==> config.mk <==
export PLATFORM = sky130hd
export DESIGN_NAME = sm_msg_scheduler
export DESIGN_NICKNAME = d
export VERILOG_FILES = /design/src/rtl/sm_msg_scheduler_pkg.sv /design/src/rtl/sm_msg_scheduler_fifo.sv /design/src/rtl/sm_msg_scheduler.sv
export SDC_FILE = /design/constraint.sdc
export NUM_CORES = 1
export LEC_CHECK = 0
export ABC_AREA = 0
export ABC_CLOCK_PERIOD_IN_PS = 5100
export CAP_MARGIN = 20
export CORE_ASPECT_RATIO = 1.5
export CORE_MARGIN = 4
export CORE_UTILIZATION = 44
export CTS_CLUSTER_DIAMETER = 200
export CTS_CLUSTER_SIZE = 30
export DETAILED_ROUTE_END_ITERATION = 7
export SETUP_SLACK_MARGIN = 0.05
export SYNTH_ARGS = -nofsm -noshare
export SYNTH_HDL_FRONTEND = slang
export SYNTH_SLANG_ARGS = --single-unit
==> constraint.sdc <==
create_clock -name clk -period 5.1 [get_ports clk]
set_clock_uncertainty 0.2 [all_clocks]
set_input_delay 1.02 -clock clk [delete_from_list [all_inputs] [get_ports clk]]
set_output_delay 1.02 -clock clk [all_outputs]
set_load 0.005 [all_outputs]
==> src/rtl/sm_msg_scheduler_pkg.sv <==
// rtl/sm_msg_scheduler_pkg.sv - shared constants, types and byte table for the message scheduler
//
// Purpose: ASCII characters, message length, colour codes, FSM state type and
// the byte-table lookup used to serialise one event into "SI-<n>-<c>-#".
// Ports: none (package).

package sm_msg_scheduler_pkg;

  localparam logic [7:0] CH_S    = 8'h53;
  localparam logic [7:0] CH_I    = 8'h49;
  localparam logic [7:0] CH_DASH = 8'h2D;
  localparam logic [7:0] CH_HASH = 8'h23;
  localparam logic [7:0] CH_R    = 8'h52;
  localparam logic [7:0] CH_G    = 8'h47;
  localparam logic [7:0] CH_B    = 8'h42;
  localparam logic [7:0] CH_ZERO = 8'h30;

  localparam int MSG_LEN = 8;

  localparam logic [1:0] COL_NONE = 2'd0;
  localparam logic [1:0] COL_R    = 2'd1;
  localparam logic [1:0] COL_G    = 2'd2;
  localparam logic [1:0] COL_B    = 2'd3;

  typedef enum logic [1:0] {
    ST_IDLE = 2'd0,
    ST_SEND = 2'd1,
    ST_GAP  = 2'd2
  } state_t;

  typedef struct packed {
    logic [1:0] si;
    logic [1:0] color;
  } ev_t;

  // Character at position idx of the message for event ev.
  function automatic logic [7:0] msg_byte(input logic [2:0] idx, input ev_t ev);
    logic [7:0] ch;
    case (idx)
      3'd0: ch = CH_S;
      3'd1: ch = CH_I;
      3'd3: ch = CH_ZERO + {6'd0, ev.si};
      3'd5: begin
        case (ev.color)
          COL_R:   ch = CH_R;
          COL_G:   ch = CH_G;
          default: ch = CH_B;  // only qualified colours are ever queued
        endcase
      end
      3'd7:    ch = CH_HASH;
      default: ch = CH_DASH;
    endcase
    return ch;
  endfunction

endpackage

==> src/rtl/sm_msg_scheduler_fifo.sv <==
// rtl/sm_msg_scheduler_fifo.sv - synchronous event FIFO holding {si, color} entries
//
// Purpose: small power-of-two FIFO with combinational head output.
// Ports: clk, rst (sync active-high), push, pop, din[3:0], dout[3:0], empty, full.
// A push while full or a pop while empty is ignored.

module sm_event_fifo #(
  parameter int DEPTH = 4
) (
  input  logic       clk,
  input  logic       rst,
  input  logic       push,
  input  logic       pop,
  input  logic [3:0] din,
  output logic [3:0] dout,
  output logic       empty,
  output logic       full
);

  localparam int AW = $clog2(DEPTH);

  logic [3:0]    mem [DEPTH];
  logic [AW-1:0] wr_ptr;
  logic [AW-1:0] rd_ptr;
  logic [AW:0]   count;
  logic          do_push;
  logic          do_pop;

  assign empty   = (count == '0);
  assign full    = (count == (AW+1)'(DEPTH));
  assign do_push = push && !full;
  assign do_pop  = pop && !empty;
  assign dout    = mem[rd_ptr];

  always_ff @(posedge clk) begin
    if (do_push) mem[wr_ptr] <= din;
  end

  always_ff @(posedge clk) begin
    if (rst) begin
      wr_ptr <= '0;
      rd_ptr <= '0;
      count  <= '0;
    end else begin
      // Pointers wrap naturally because DEPTH is a power of two.
      if (do_push) wr_ptr <= wr_ptr + AW'(1);
      if (do_pop)  rd_ptr <= rd_ptr + AW'(1);
      case ({do_push, do_pop})
        2'b10:   count <= count + (AW+1)'(1);
        2'b01:   count <= count - (AW+1)'(1);
        default: count <= count;
      endcase
    end
  end

endmodule

==> src/rtl/sm_msg_scheduler.sv <==
// rtl/sm_msg_scheduler.sv - qualifies status events and serialises them to the UART
//
// Purpose: drops invalid/duplicate events, buffers the rest, and sends each as
// the 8-byte message "SI-<n>-<c>-#" over a tx_start level / tx_done pulse handshake.
// Ports: clk, rst (sync active-high); ev_valid, ev_si[1:0], ev_color[1:0] event in;
// tx_done from UART; tx_data[7:0], tx_start to UART; busy, overflow (sticky),
// msg_count[CNT_W-1:0] status.

module sm_msg_scheduler
  import sm_msg_scheduler_pkg::*;
#(
  parameter int FIFO_DEPTH = 4,
  parameter int CNT_W      = 8
) (
  input  logic             clk,
  input  logic             rst,
  input  logic             ev_valid,
  input  logic [1:0]       ev_si,
  input  logic [1:0]       ev_color,
  input  logic             tx_done,
  output logic [7:0]       tx_data,
  output logic             tx_start,
  output logic             busy,
  output logic             overflow,
  output logic [CNT_W-1:0] msg_count
);

  state_t     state;
  ev_t        ev_in;
  ev_t        last_ev;
  ev_t        msg;
  ev_t        fifo_dout;
  logic [2:0] byte_idx;
  logic       fifo_empty;
  logic       fifo_full;
  logic       qual;
  logic       push;
  logic       pop;

  assign ev_in = {ev_si, ev_color};

  // Qualified = well-formed and different from the last pair actually queued.
  assign qual = ev_valid && (ev_si != 2'd0) && (ev_color != COL_NONE) && (ev_in != last_ev);
  assign push = qual && !fifo_full;
  assign pop  = (state == ST_IDLE) && !fifo_empty;
  assign busy = (state != ST_IDLE) || !fifo_empty;

  sm_event_fifo #(
    .DEPTH (FIFO_DEPTH)
  ) u_fifo (
    .clk   (clk),
    .rst   (rst),
    .push  (push),
    .pop   (pop),
    .din   (ev_in),
    .dout  (fifo_dout),
    .empty (fifo_empty),
    .full  (fifo_full)
  );

  always_ff @(posedge clk) begin
    if (rst) begin
      last_ev  <= '0;
      overflow <= 1'b0;
    end else begin
      if (push) last_ev <= ev_in;
      // A dropped event leaves last_ev alone so a retry after drain is accepted.
      if (qual && fifo_full) overflow <= 1'b1;
    end
  end

  always_ff @(posedge clk) begin
    if (rst) begin
      state     <= ST_IDLE;
      tx_start  <= 1'b0;
      tx_data   <= 8'h00;
      msg       <= '0;
      byte_idx  <= 3'd0;
      msg_count <= '0;
    end else begin
      case (state)
        ST_IDLE: begin
          if (!fifo_empty) begin
            msg      <= fifo_dout;
            byte_idx <= 3'd0;
            tx_data  <= msg_byte(3'd0, fifo_dout);
            tx_start <= 1'b1;
            state    <= ST_SEND;
          end
        end
        ST_SEND: begin
          if (tx_done) begin
            tx_start <= 1'b0;
            if (byte_idx == 3'(MSG_LEN - 1)) begin
              msg_count <= msg_count + CNT_W'(1);
              state     <= ST_IDLE;
            end else begin
              byte_idx <= byte_idx + 3'd1;
              state    <= ST_GAP;
            end
          end
        end
        ST_GAP: begin
          // One low cycle so the UART sees a fresh request edge.
          tx_data  <= msg_byte(byte_idx, msg);
          tx_start <= 1'b1;
          state    <= ST_SEND;
        end
        default: begin
          tx_start <= 1'b0;
          state    <= ST_IDLE;
        end
      endcase
    end
  end

endmodule
==> results of run 1 <==
[cell type report]
class	count	area (um2)
Timing Repair Buffer	26	258
Clock inverter	3	41.3
Clock buffer	5	68.8
Fill cell	492	2410
Tap cell	68	85.1
Multi-Input combinational cell	159	1120
Inverter	10	37.5
Sequential cell	53	1220
[layer usage]
metal / vias to the layer above / wire length [um] / part of all wire / global-route usage
li1: 839 / - / - / -
met1: 742 / 1730 / 0.40 / 0.159
met2: 28 / 2340 / 0.54 / 0.237
met3: 8 / 156 / 0.036 / 0.0331
met4: 0 / 81 / 0.019 / 0.0521
met5: - / 0 / 0 / 0
[logic make-up (layout without fill, tap and decap cells)]
logic type	Yosys count	count (layout)	synth area share
fa+ha+maj	12	12	0.0653
mux	15	15	0.0849
other cells	1	1	0.00155
flops	53	53	0.505
compound gates	28	28	0.0668
buf+inv	17	44	0.0295
xor+xnor	13	13	0.0471
simple gates	90	90	0.199
[state kept, by name (all words and copies together), names as in the netlist, 3 cells and up]
name,count
u_fifo.mem,16
msg_count,8
tx_data,7
last_ev,4
msg,4
byte_idx,3
u_fifo.count,3
[through the flow]
| stage | power [mW] | std cells | utilization | cell area [um2] | hold WS, ns |
|---|---|---|---|---|---|
| 5_1_grt | 1.27 | 324 | 0.541 | 2840 | 0.301 |
| 4_1_cts | 1.20 | 324 | 0.541 | 2840 | 0.258 |
| 3_5_place_dp | 0.919 | 316 | 0.520 | 2730 | 0.244 |
| 3_3_place_gp | 0.914 | 316 | 0.520 | 2730 | 0.243 |
| 6_report | 1.18 | 324 | 0.541 | 2840 | 0.254 |
| 2_1_floorplan | 0.800 | 229 | - | 2420 | 0.248 |
[cell usage after synthesis, types with 2 or more instances]
library cell,n
sky130_fd_sc_hd__buf_4,2
sky130_fd_sc_hd__dfxtp_1,37
sky130_fd_sc_hd__or3_1,4
sky130_fd_sc_hd__nand3_1,6
sky130_fd_sc_hd__a31oi_1,2
sky130_fd_sc_hd__edfxtp_1,16
sky130_fd_sc_hd__nand2b_1,11
sky130_fd_sc_hd__o21ai_0,7
sky130_fd_sc_hd__a21oi_1,12
sky130_fd_sc_hd__a211oi_1,3
sky130_fd_sc_hd__ha_1,11
sky130_fd_sc_hd__mux2i_1,10
sky130_fd_sc_hd__nor2_1,33
sky130_fd_sc_hd__xnor2_1,8
sky130_fd_sc_hd__clkbuf_1,5
sky130_fd_sc_hd__nand2_1,13
sky130_fd_sc_hd__nor2b_1,4
sky130_fd_sc_hd__mux4_2,4
sky130_fd_sc_hd__and3_1,4
sky130_fd_sc_hd__xor2_1,5
sky130_fd_sc_hd__nor3_1,3
sky130_fd_sc_hd__inv_1,10
[tightest hold or removal path, cell delays in order (launching register included)]
cell	delay (ns)
sky130_fd_sc_hd__dfxtp_1	0.32
sky130_fd_sc_hd__nand2_1	0.05
sky130_fd_sc_hd__a21oi_1	0.05
[where the power goes]
part           total (mW)  leakage [nW]  internal, mW  switching (mW)
clock network       0.279        0.0518         0.145           0.135
logic               0.342         0.578         0.176           0.166
registers           0.558         0.447         0.497          0.0613
[worst max path at each step]
| stage | cells after the start | end | slack (ns) |
|---|---|---|---|
| 2_1_floorplan | 9 | u_fifo.count[2] | 2.06 |
| 3_3_place_gp | 10 | u_fifo.count[2] | 1.33 |
| 3_5_place_dp | 10 | u_fifo.count[2] | 1.25 |
| 4_1_cts | 10 | u_fifo.count[2] | 1.58 |
| 5_1_grt | 10 | u_fifo.count[2] | 1.41 |
| 6_report | 10 | u_fifo.count[2] | 1.58 |
==> results.py, run 1 <==
metrics = {
    "floorplanning": {
        "die-area_um2": 6770,
        "core_area_um2": 5250,
        "die_height_um": 98.8,
        "io_pins": 27,
        "floorplan.die.width_um": 68.5,
        "initial_core_util": 0.461,
        "rows": 32,
    },
    "detailed_routing": {
        "drt_iter0_drc": 75,
        "route.detailed.wl_per_inst_um": 13.3,
        "post_route_antenna_net_violation_count": 0,
        "dr_total_vias": 1617,
        "vias_per_cell": 4.99,
        "route.final.wire_length_um": 4310,
        "drt_drc_violations_left": 0,
        "first_pass_iters": 4,
    },
    "critical_path": {
        "cp_data_arrival_time_ns": 3.55,
        "critical_path_class": "in -> reg",
        "cp.required_ns": 5.13,
        "critical_path.max_fanout": 7,
        "cp-start-kind": "input pin",
        "r2r.worst_path.cells": 9,
        "worstPathBufferInverterCount": 2,
        "path_cells": "clkdlybuf4s50_1 > xnor2_1 > nand4_1 > nand2_4 > ha_1 > inv_1 > fa_1 > xor2_1 > or3_1 > a21oi_1",
        "startpoint": "ev_si[0]",
        "timing.critical_path.max_delay_family": "simple AND/OR/NAND/NOR gates",
        "critical-path-slowest-cell": "sky130_fd_sc_hd__clkdlybuf4s50_1",
        "timing.critical_path.slowest_cell_delay_ns": 0.60,
        "worstReg2RegStart": "u_fifo.count[2]",
        "kind_of_capture_point_of_the_worst_setup_path": "flop",
        "worst-r2r-setup-slack_ns": 2.45,
        "critical_path.reg2reg.endpoint": "u_fifo.count[2]",
    },
    "cts": {
        "cts_inserted_buffers": 5,
        "clk_latency_ns": 0.30,
        "cts.hold.buffers_added": 0,
        "cts-htree-levels": 2,
        "postcts_setup_bufs": 0,
        "cts_tree": "built",
        "numClockSinks": 53,
        "path_clk_slew_ns": 0.09,
        "postCtsResizedCells": 0,
        "ctsLongestPathBuffers": 2,
        "clk_root_buffer_cell": "sky130_fd_sc_hd__clkbuf_8",
    },
    "synth": {
        "yosys_most_used_dff": "sky130_fd_sc_hd__dfxtp_1",
        "synth.cell_area_um2": 2420,
        "main_area_contributors_after_synthesis": "sky130_fd_sc_hd__dfxtp_1, sky130_fd_sc_hd__edfxtp_1, sky130_fd_sc_hd__ha_1, sky130_fd_sc_hd__nor2_1, sky130_fd_sc_hd__mux2i_1",
        "synth.distinct_cells": 41,
        "synth_enable_flop_cells": 16,
        "largest_area_contributor_in_the_netlist": "sky130_fd_sc_hd__dfxtp_1",
        "synth_fp_nets": 249,
        "asyncSetResetFlopFracSynth": 0,
        "post-synth-top-area-fraction": 0.307,
        "synth_seq_area_share": 0.505,
        "synthesis.yosys.warnings": 0,
        "synth.ff_latch_count": 53,
        "syn_area_per_cell_um2": 10.6,
        "synthesis.instances": 229,
    },
    "global_routing": {
        "global_route_wire_length_before_repair_um": 7060,
        "gr-total-overflow": 0,
        "antenna_violations_before_repair": 0,
        "grt_pass1_vias": 1487,
        "maximum_number_of_pins_on_one_net_before_global_route_repair": 44,
        "grt_use_total": 0.138,
    },
    "min_path": {
        "worst_hold_path.endpoint": "tx_data[5]",
        "timing.hold.worst.class": "reg -> reg",
        "holdPathStages": 2,
        "worstHoldStart": "tx_data[5]",
    },
    "power_and_ir_drop": {
        "power.static_leakage_nw": 1.08,
        "maximum_vdd_ir_drop_mv": 0.178,
        "p_per_area_nw_per_um2": 416,
    },
    "sta": {
        "finalHoldViolCount": 0,
        "final-max-slew-violation-count": 0,
        "final.setup.worst_slack_ns": 1.58,
        "slew-limit-headroom": 0.653,
        "fmax_mhz": 284,
        "timing_worst_slew_pin_value_ns": 0.516,
        "rsz0062_at_grt": "no",
        "layout_worst_path_cycle_share": 0.691,
        "fin_setup_tns_ns": 0,
        "timing.final.setup_violations": 0,
        "minimum_period_implied_by_the_final_worst_setup_slack_ns": 3.52,
    },
    "layout": {
        "area_growth_syn_to_fin_pct": 17.3,
        "insertedDiodeCount": 0,
        "mostFrequentLayoutCells": "sky130_fd_sc_hd__dfxtp_1, sky130_fd_sc_hd__nor2_1, sky130_fd_sc_hd__clkdlybuf4s50_1",
        "final_nets": 275,
        "post_route_cells_drive_above_1_share": 0.0742,
        "final_common_cell": "sky130_fd_sc_hd__dfxtp_1",
    },
    "place": {
        "pre_cts_ws_ns": 1.25,
        "io_buffers": 25,
        "detailedPlacementHpwl_um": 3140,
        "place_congestion": 0.718,
    },
    "outcome": {
        "outcome": "completed",
    },
    "job": {
        "max_cap_violations": 0,
    },
}
(Power assumes the default switching activity.)
==> run 2, diff against run 1 <==
- ABC_CLOCK_PERIOD_IN_PS: 5100 -> 3600
- clock period: 5.1 -> 3.6 ns (I/O delays scaled with it)
==> results.py, run 2 (same netlist as run 1, synthesis figures left out) <==
metrics = {
    "critical_path": {
        "worst-r2r-setup-slack_ns": 1.09,
        "cp_data_arrival_time_ns": 3.16,
        "cp-start-kind": "input pin",
        "r2r.worst_path.cells": 9,
        "cp.required_ns": 3.63,
        "critical_path_class": "in -> reg",
        "critical_path.reg2reg.endpoint": "u_fifo.count[2]",
        "worstReg2RegStart": "u_fifo.count[2]",
        "critical_path.max_fanout": 7,
        "kind_of_capture_point_of_the_worst_setup_path": "flop",
    },
    "outcome": {
        "outcome": "completed",
    },
    "sta": {
        "final-max-slew-violation-count": 0,
        "final_hold_slack_ns": 0.258,
        "finalHoldViolCount": 0,
        "minimum_period_implied_by_the_final_worst_setup_slack_ns": 3.13,
        "final.setup.worst_slack_ns": 0.469,
        "fin_setup_tns_ns": 0,
        "timing.final.setup_violations": 0,
        "rsz0062_at_grt": "no",
        "timing_worst_slew_pin_value_ns": 0.564,
        "slew-limit-headroom": 0.621,
        "layout_worst_path_cycle_share": 0.870,
        "fmax_mhz": 319,
    },
    "floorplanning": {
        "io_pins": 27,
        "initial_core_util": 0.461,
        "rows": 32,
        "die-area_um2": 6770,
        "floorplan.die.width_um": 68.5,
        "die_height_um": 98.8,
        "core_area_um2": 5250,
    },
    "detailed_routing": {
        "post_route_antenna_net_violation_count": 0,
        "route.detailed.wl_per_inst_um": 13.5,
        "first_pass_iters": 4,
        "drt_drc_violations_left": 0,
        "vias_per_cell": 5.12,
        "route.final.wire_length_um": 4420,
        "drt_iter0_drc": 55,
        "dr_total_vias": 1668,
    },
    "layout": {
        "mostFrequentLayoutCells": "sky130_fd_sc_hd__dfxtp_1, sky130_fd_sc_hd__nor2_1, sky130_fd_sc_hd__clkdlybuf4s50_1",
        "post_route_cells_drive_above_1_share": 0.0853,
        "insertedDiodeCount": 0,
        "largest_register_ff_count": 16,
        "finish.cell_count_without_fillers": 326,
        "area_growth_syn_to_fin_pct": 18.1,
        "largestRegisters": "u_fifo.mem: 16 flops, msg_count: 8 flops, tx_data: 7 flops",
        "top_register": "u_fifo.mem",
        "utilization": 0.544,
        "final_common_cell": "sky130_fd_sc_hd__dfxtp_1",
        "final_cell_area_um2": 2850,
        "final_nets": 277,
    },
    "place": {
        "detailed_place.area_um2": 2740,
        "io_buffers": 25,
        "place_congestion": 0.738,
        "pre_cts_ws_ns": 0.157,
        "place_inst": 318,
        "detailedPlacementHpwl_um": 3310,
    },
    "power_and_ir_drop": {
        "power.static_leakage_nw": 1.09,
        "clkPwrFrac": 0.238,
        "switching_share": 0.308,
        "design_power_total_mw": 1.69,
        "maximum_vdd_ir_drop_mv": 0.335,
        "switching_power_mw": 0.520,
        "seq_power_share": 0.468,
        "combPwrFrac": 0.294,
        "p_per_area_nw_per_um2": 591,
        "power.internal_mw": 1.17,
    },
    "cts": {
        "ctsLongestPathBuffers": 2,
        "cts.hold.buffers_added": 0,
        "postcts_setup_bufs": 0,
        "cts_inserted_buffers": 5,
        "postCtsResizedCells": 0,
        "cts-htree-levels": 2,
        "numClockSinks": 53,
        "cts_tree": "built",
        "clk_root_buffer_cell": "sky130_fd_sc_hd__clkbuf_8",
        "path_clk_slew_ns": 0.10,
        "clk_latency_ns": 0.30,
    },
    "global_routing": {
        "gr-max-usage-layer": "met2",
        "global_route_wire_length_before_repair_um": 7590,
        "maximum_number_of_pins_on_one_net_before_global_route_repair": 44,
        "antenna_violations_before_repair": 0,
        "gr-total-overflow": 0,
        "grt_use_total": 0.146,
        "grt.met1_usage": 0.151,
        "grt_use_met3": 0.0331,
        "grt_pass1_vias": 1676,
        "grt_util_met2": 0.269,
    },
    "min_path": {
        "worst_hold_path.endpoint": "tx_start",
        "worstHoldStart": "tx_start",
        "timing.hold.worst.class": "reg -> reg",
        "holdPathStages": 2,
    },
    "job": {
        "max_cap_violations": 0,
    },
}
[run 2: how the worst max path moves through the flow]
stage | to | start | cells after the start | slack, ns
after floorplan | u_fifo.count[2] | ev_si[0] | 9 | 0.86
after global placement | u_fifo.count[2] | ev_color[1] | 10 | 0.23
after detailed placement | u_fifo.count[2] | ev_si[0] | 10 | 0.16
after CTS | u_fifo.count[2] | ev_si[0] | 10 | 0.47
after global routing | u_fifo.count[2] | ev_si[1] | 10 | 0.28
final | u_fifo.count[2] | ev_si[0] | 10 | 0.47
[run 2: area by class of cell]
| cell class | instances | area, um2 |
|---|---|---|
| fillers | 487 | 2390 |
| flip-flops and latches | 53 | 1220 |
| multi-input cells | 159 | 1120 |
| repair buffers | 28 | 273 |
| well taps | 68 | 85.1 |
| clock buffers | 5 | 68.8 |
| clock inverters | 3 | 43.8 |
| inverters | 10 | 37.5 |
[run 2: power groups by stage]
| stage | combinational [mW] | clock [mW] | sequential [mW] |
|---|---|---|---|
| finish | 0.496 | 0.401 | 0.788 |
| global route | 0.566 | 0.438 | 0.804 |
| CTS | 0.506 | 0.415 | 0.791 |
| detailed placement | 0.504 | 0 | 0.804 |
| global placement | 0.495 | 0 | 0.801 |
| floorplan | 0.368 | 0 | 0.765 |
[run 2: worst max-delay path, cell delays in order]
cell,delay [ns]
sky130_fd_sc_hd__clkdlybuf4s50_1,0.60
sky130_fd_sc_hd__xnor2_1,0.15
sky130_fd_sc_hd__nand4_1,0.28
sky130_fd_sc_hd__nand2_4,0.13
sky130_fd_sc_hd__ha_1,0.19
sky130_fd_sc_hd__inv_1,0.07
sky130_fd_sc_hd__fa_1,0.42
sky130_fd_sc_hd__xor2_1,0.16
sky130_fd_sc_hd__or3_1,0.31
sky130_fd_sc_hd__a21oi_1,0.14
[run 2: metal layers]
metal  routed length (um)  part of all wire  vias up
li1                     -                 -      844
met1                 1700              0.38      790
met2                 2480              0.56       28
met3                  167             0.038        6
met4                   74             0.017        0
met5                    0                 0        -
